[config.mk]
export PLATFORM = sky130hd
export DESIGN_NAME = stopwatch_up
export DESIGN_NICKNAME = d
export VERILOG_FILES = /design/src/rtl/stopwatch_up_pkg.sv /design/src/rtl/stopwatch_up_uc_digit.sv /design/src/rtl/stopwatch_up.sv
export SDC_FILE = /design/constraint.sdc
export NUM_CORES = 1
export LEC_CHECK = 0
export ABC_AREA = 1
export CORE_ASPECT_RATIO = 1.25
export CORE_MARGIN = 1
export CORE_UTILIZATION = 52
export CTS_BUF_LIST = sky130_fd_sc_hd__clkbuf_8
export CTS_CLUSTER_SIZE = 14
export DETAILED_ROUTE_END_ITERATION = 7
export HOLD_SLACK_MARGIN = 0.06
export PLACE_DENSITY = 0.81
export SYNTH_ARGS = -nofsm -noshare
export SYNTH_HDL_FRONTEND = slang
export SYNTH_SLANG_ARGS = --single-unit
[constraint.sdc]
create_clock -name clk_1hz -period 2 [get_ports clk_1hz]
set_input_delay 0.4 -clock clk_1hz [delete_from_list [all_inputs] [get_ports clk_1hz]]
set_output_delay 0.4 -clock clk_1hz [all_outputs]
set_load 0.02 [all_outputs]
[src/rtl/stopwatch_up_pkg.sv]
// Shared types and digit limits for the mm:ss up-counting stopwatch.
package stopwatch_up_pkg;

  localparam int unsigned DIGIT_W = 4;

  typedef enum logic [1:0] {
    IDLE  = 2'd0,
    RUN   = 2'd1,
    PAUSE = 2'd2,
    DONE  = 2'd3
  } state_e;

  localparam logic [DIGIT_W-1:0] SEC_U = 4'd9;
  localparam logic [DIGIT_W-1:0] SEC_T = 4'd5;
  localparam logic [DIGIT_W-1:0] MIN_U = 4'd9;
  localparam logic [DIGIT_W-1:0] MIN_T = 4'd5;

endpackage

[src/rtl/stopwatch_up_uc_digit.sv]
// Single BCD digit up counter; reloads 0 at its limit and ripples carry combinationally.
module uc_digit
  import stopwatch_up_pkg::*;
(
  input  logic               clk_1hz,
  input  logic               rst,
  input  logic               increase,
  input  logic               clear,
  input  logic [DIGIT_W-1:0] limit,
  output logic [DIGIT_W-1:0] value,
  output logic               carry
);

  logic [DIGIT_W-1:0] value_q, value_d;
  logic               at_limit_c;

  always_comb begin
    at_limit_c = (value_q == limit);
    carry      = increase && at_limit_c;
    value_d    = value_q;
    if (clear) begin
      value_d = '0;
    end else if (increase) begin
      value_d = at_limit_c ? '0 : value_q + DIGIT_W'(1);
    end
  end

  always_ff @(posedge clk_1hz or posedge rst) begin
    if (rst) value_q <= '0;
    else     value_q <= value_d;
  end

  assign value = value_q;

endmodule

[src/rtl/stopwatch_up.sv]
// mm:ss stopwatch: IDLE/RUN/PAUSE/DONE control, four chained BCD digits, wrap or saturate at 59:59.
module stopwatch_up
  import stopwatch_up_pkg::*;
(
  input  logic               clk_1hz,
  input  logic               rst,
  input  logic               start_pause,
  input  logic               clear,
  input  logic               wrap_en,
  output logic [DIGIT_W-1:0] value0,
  output logic [DIGIT_W-1:0] value1,
  output logic [DIGIT_W-1:0] value2,
  output logic [DIGIT_W-1:0] value3,
  output logic               carry_out,
  output logic               running,
  output logic               done
);

  state_e state_q, state_d;
  logic   running_q, running_d;
  logic   done_q, done_d;
  logic   carry_out_q, carry_out_d;
  logic   increase_c, at_max_c, saturate_c, digit_inc_c;
  logic   carry0, carry1, carry2, carry3;

  // Saturation suppresses the increment so the display holds 59:59 while entering DONE.
  always_comb begin
    increase_c  = (state_q == RUN) && !start_pause && !clear;
    at_max_c    = (value3 == MIN_T) && (value2 == MIN_U) &&
                  (value1 == SEC_T) && (value0 == SEC_U);
    saturate_c  = at_max_c && !wrap_en;
    digit_inc_c = increase_c && !saturate_c;
  end

  uc_digit u_sec_u (
    .clk_1hz (clk_1hz), .rst (rst), .increase (digit_inc_c), .clear (clear),
    .limit (SEC_U), .value (value0), .carry (carry0)
  );

  uc_digit u_sec_t (
    .clk_1hz (clk_1hz), .rst (rst), .increase (carry0), .clear (clear),
    .limit (SEC_T), .value (value1), .carry (carry1)
  );

  uc_digit u_min_u (
    .clk_1hz (clk_1hz), .rst (rst), .increase (carry1), .clear (clear),
    .limit (MIN_U), .value (value2), .carry (carry2)
  );

  uc_digit u_min_t (
    .clk_1hz (clk_1hz), .rst (rst), .increase (carry2), .clear (clear),
    .limit (MIN_T), .value (value3), .carry (carry3)
  );

  // Next state; clear wins over every other command.
  always_comb begin
    state_d = state_q;
    if (clear) begin
      state_d = IDLE;
    end else begin
      unique case (state_q)
        IDLE:    if (start_pause) state_d = RUN;
        RUN:     if (start_pause) state_d = PAUSE;
                 else if (saturate_c) state_d = DONE;
        PAUSE:   if (start_pause) state_d = RUN;
        DONE:    state_d = DONE;
        default: state_d = IDLE;
      endcase
    end
    running_d   = (state_d == RUN);
    done_d      = (state_d == DONE);
    carry_out_d = carry3;
  end

  always_ff @(posedge clk_1hz or posedge rst) begin
    if (rst) begin
      state_q     <= IDLE;
      running_q   <= 1'b0;
      done_q      <= 1'b0;
      carry_out_q <= 1'b0;
    end else begin
      state_q     <= state_d;
      running_q   <= running_d;
      done_q      <= done_d;
      carry_out_q <= carry_out_d;
    end
  end

  assign running   = running_q;
  assign done      = done_q;
  assign carry_out = carry_out_q;

endmodule

==> qor.csv <==
metric,value,unit
portBuffers,23,
antenna_cells,0,
finalClockSkew,0.00312,ns
final-seq-area,526,µm²
gp_congestion,0.784,
detail_route.iter0.violations,17,
cp.buffers_inverters,1,
cts_tree,yes,
wl,2280,µm
clk_pin_slew_worst_paths,0.07,ns
rows,18,
gr-total-overflow,0,
die_h,55.3,µm
die_w,44.7,µm
slowest_stage,clkdlybuf4s50_1,
outcome,"finished, final reports clean",
leakage,0.708,nW
cts_buffers,3,
yosys_warnings,0,
final_common_cell,nand2_1,
cts_setup_buffers,0,
grt_start_max_net_pins,22,
synth_area_leaders,"dfrtp_1, nand2_1, ha_1, inv_1, nand3_1",
n_fill_cell,153,
track_usage,22.0,%
total_power,1.24,mW
cpPeakStageDelay,0.64,ns
vdd_drop_max,715,µV
grt_pass1_wl,4130,µm
postCtsResizedCells,0,
avgRoutedWirePerCell,11.7,µm
ctsHtreeMaxLevel,1,
endpoint_kind,output pin,
setup_viol,0,
slew_violations,0,
nNetsFinal,177,
synthToLayoutAreaGrowth,26.6,%
core_area,2050,µm²
antenna_found_initial,0,
drive_above_1_share,12.7,%
cp-start-kind,register,
clk_latency,0.26,ns
finalSetupTns,0,ns
synth_top_area_cell,dfrtp_1,
cp_max_fo,6,
drc_errors,0,
initial_core_util,57.8,%
synth_fp_nets,149,
synth_area,1180,µm²
fp.dieArea,2470,µm²
ant_nets,0,
cts.sinks,21,
first_global_vias,954,
powerDensity,831,nW/µm²
synth_top_area_share,44.4,%
yosysUniqueCellTypes,25,
cp_top_family,buffers and inverters,
multi_input_area,582,µm²
crit_path_cell_trace,clkdlybuf4s50_1,
crit_type,reg -> out,
cts_buffer_depth,2,
max_slew_margin,73.8,%
synth_area_per_cell,8.58,µm²
synth-seq-area-share,44.4,%
avgViaCountPerCell,5.11,
hpwl,1810,µm
drt_first_pass_iters,4,
crit_arrival,1.36,ns
hold_viol_final,0,
cp.required,1.60,ns
hp-class,in -> async,
period_share,87.8,%
ioPinCount,24,
finalCriticalPeriod,1.76,ns
tightest_slew,0.393,ns
synthCells,138,
rsz0062_at_grt,false,
final_cell_mix,"nand2_1, clkdlybuf4s50_1, dfrtp_1",
ys_ff_latch,21,
drv_cap,0,
timing.fmax,0.570,GHz
via_count,997,
cts-root-buf,clkbuf_8,
ctsHoldBuffers,0,
-- sequential cells by signal, summed over array words and instances, names as in the netlist --
signal	cells
u_sec_u.value	4
u_min_u.value	4
done	1
carry_out	1
running	1
u_min_t.value	4
state_q	2
u_sec_t.value	4
-- synth_stat cells (all sizes together) --
| master | n |
|---|---|
| xnor2 | 2 |
| nor2 | 17 |
| or2 | 1 |
| buf | 1 |
| inv | 19 |
| o21ai | 7 |
| xor2 | 4 |
| nand3b | 2 |
| a21oi | 5 |
| nand4 | 3 |
| nand3 | 16 |
| dfrtp | 21 |
| nor3 | 2 |
| ha | 6 |
| o22ai | 3 |
| nand2 | 29 |
-- tightest hold or removal path, delay by kind of cell --
kind / cells / cell delay, ns
buf+inv: 3 / 0.71
-- power breakdown --
part / switching (mW) / total (mW) / internal (mW)
Combinational: 0.220 / 0.407 / 0.187
Clock: 0.131 / 0.268 / 0.137
Sequential: 0.0839 / 0.569 / 0.485
Total: 0.435 / 1.24 / 0.810
-- cells by family after synthesis --
group                      count (synthesis)  share of synthesized area, %
AOI/OAI and AO/OA                         15                          6.66
buffers and inverters                     20                          6.45
and+or+nand+nor                           70                          31.7
DFF                                       21                          44.4
xor gates and xnor gates                   6                          4.44
adders and majority gates                  6                          6.34
-- per-layer routing --
layer / wire length (µm) / global-route usage [%] / part of all wire, % / vias to the layer above
met2: 1210 / 38.0 / 53 / 23
li1: - / - / - / 496
met5: 0 / 0 / 0 / -
met4: 53 / 9.09 / 2.3 / 0
met1: 923 / 26.7 / 41 / 473
met3: 90 / 2.29 / 4.0 / 5
-- layout make-up --
| class | instances | area share [%] |
|---|---|---|
| Tap cell | 30 | 2.50 |
| Multi-Input combinational cell | 97 | 38.8 |
| Inverter | 19 | 4.76 |
| Timing Repair Buffer | 24 | 15.9 |
| Clock buffer | 3 | 2.75 |
| Clock inverter | 1 | 0.250 |
| Sequential cell | 21 | 35.1 |
-- stage by stage --
step	instance area [µm²]	setup WS, ns	utilization, %	instances	hold WS (ns)
global route	1500	0.180	73.1	195	0.523
finish	1500	0.244	73.1	195	0.465
detailed placement	1450	0.151	70.9	191	0.513
global placement	1450	0.222	70.9	191	0.506
CTS	1500	0.240	73.1	195	0.477
floorplan	1180	0.440	-	138	0.377
-- final timing paths --
path | endpoint | startpoint | slack, ns | cells after the start
worst max-delay path | value0[0] | u_sec_u.value[0] | 0.24 | 1
worst min-delay path | u_sec_u.value[1] | rst | 0.46 | 3
worst max register to register | u_min_t.value[2] | u_sec_u.value[1] | 0.32 | 9
worst min register to register | u_min_u.value[2] | u_min_u.value[2] | 0.53 | 2
max in group asynchronous | u_sec_t.value[3] | rst | 1.32 | 3
min in group clk_1hz | u_min_u.value[2] | u_min_u.value[2] | 0.53 | 2
No activity file was read; power rests on OpenSTA's default activity.
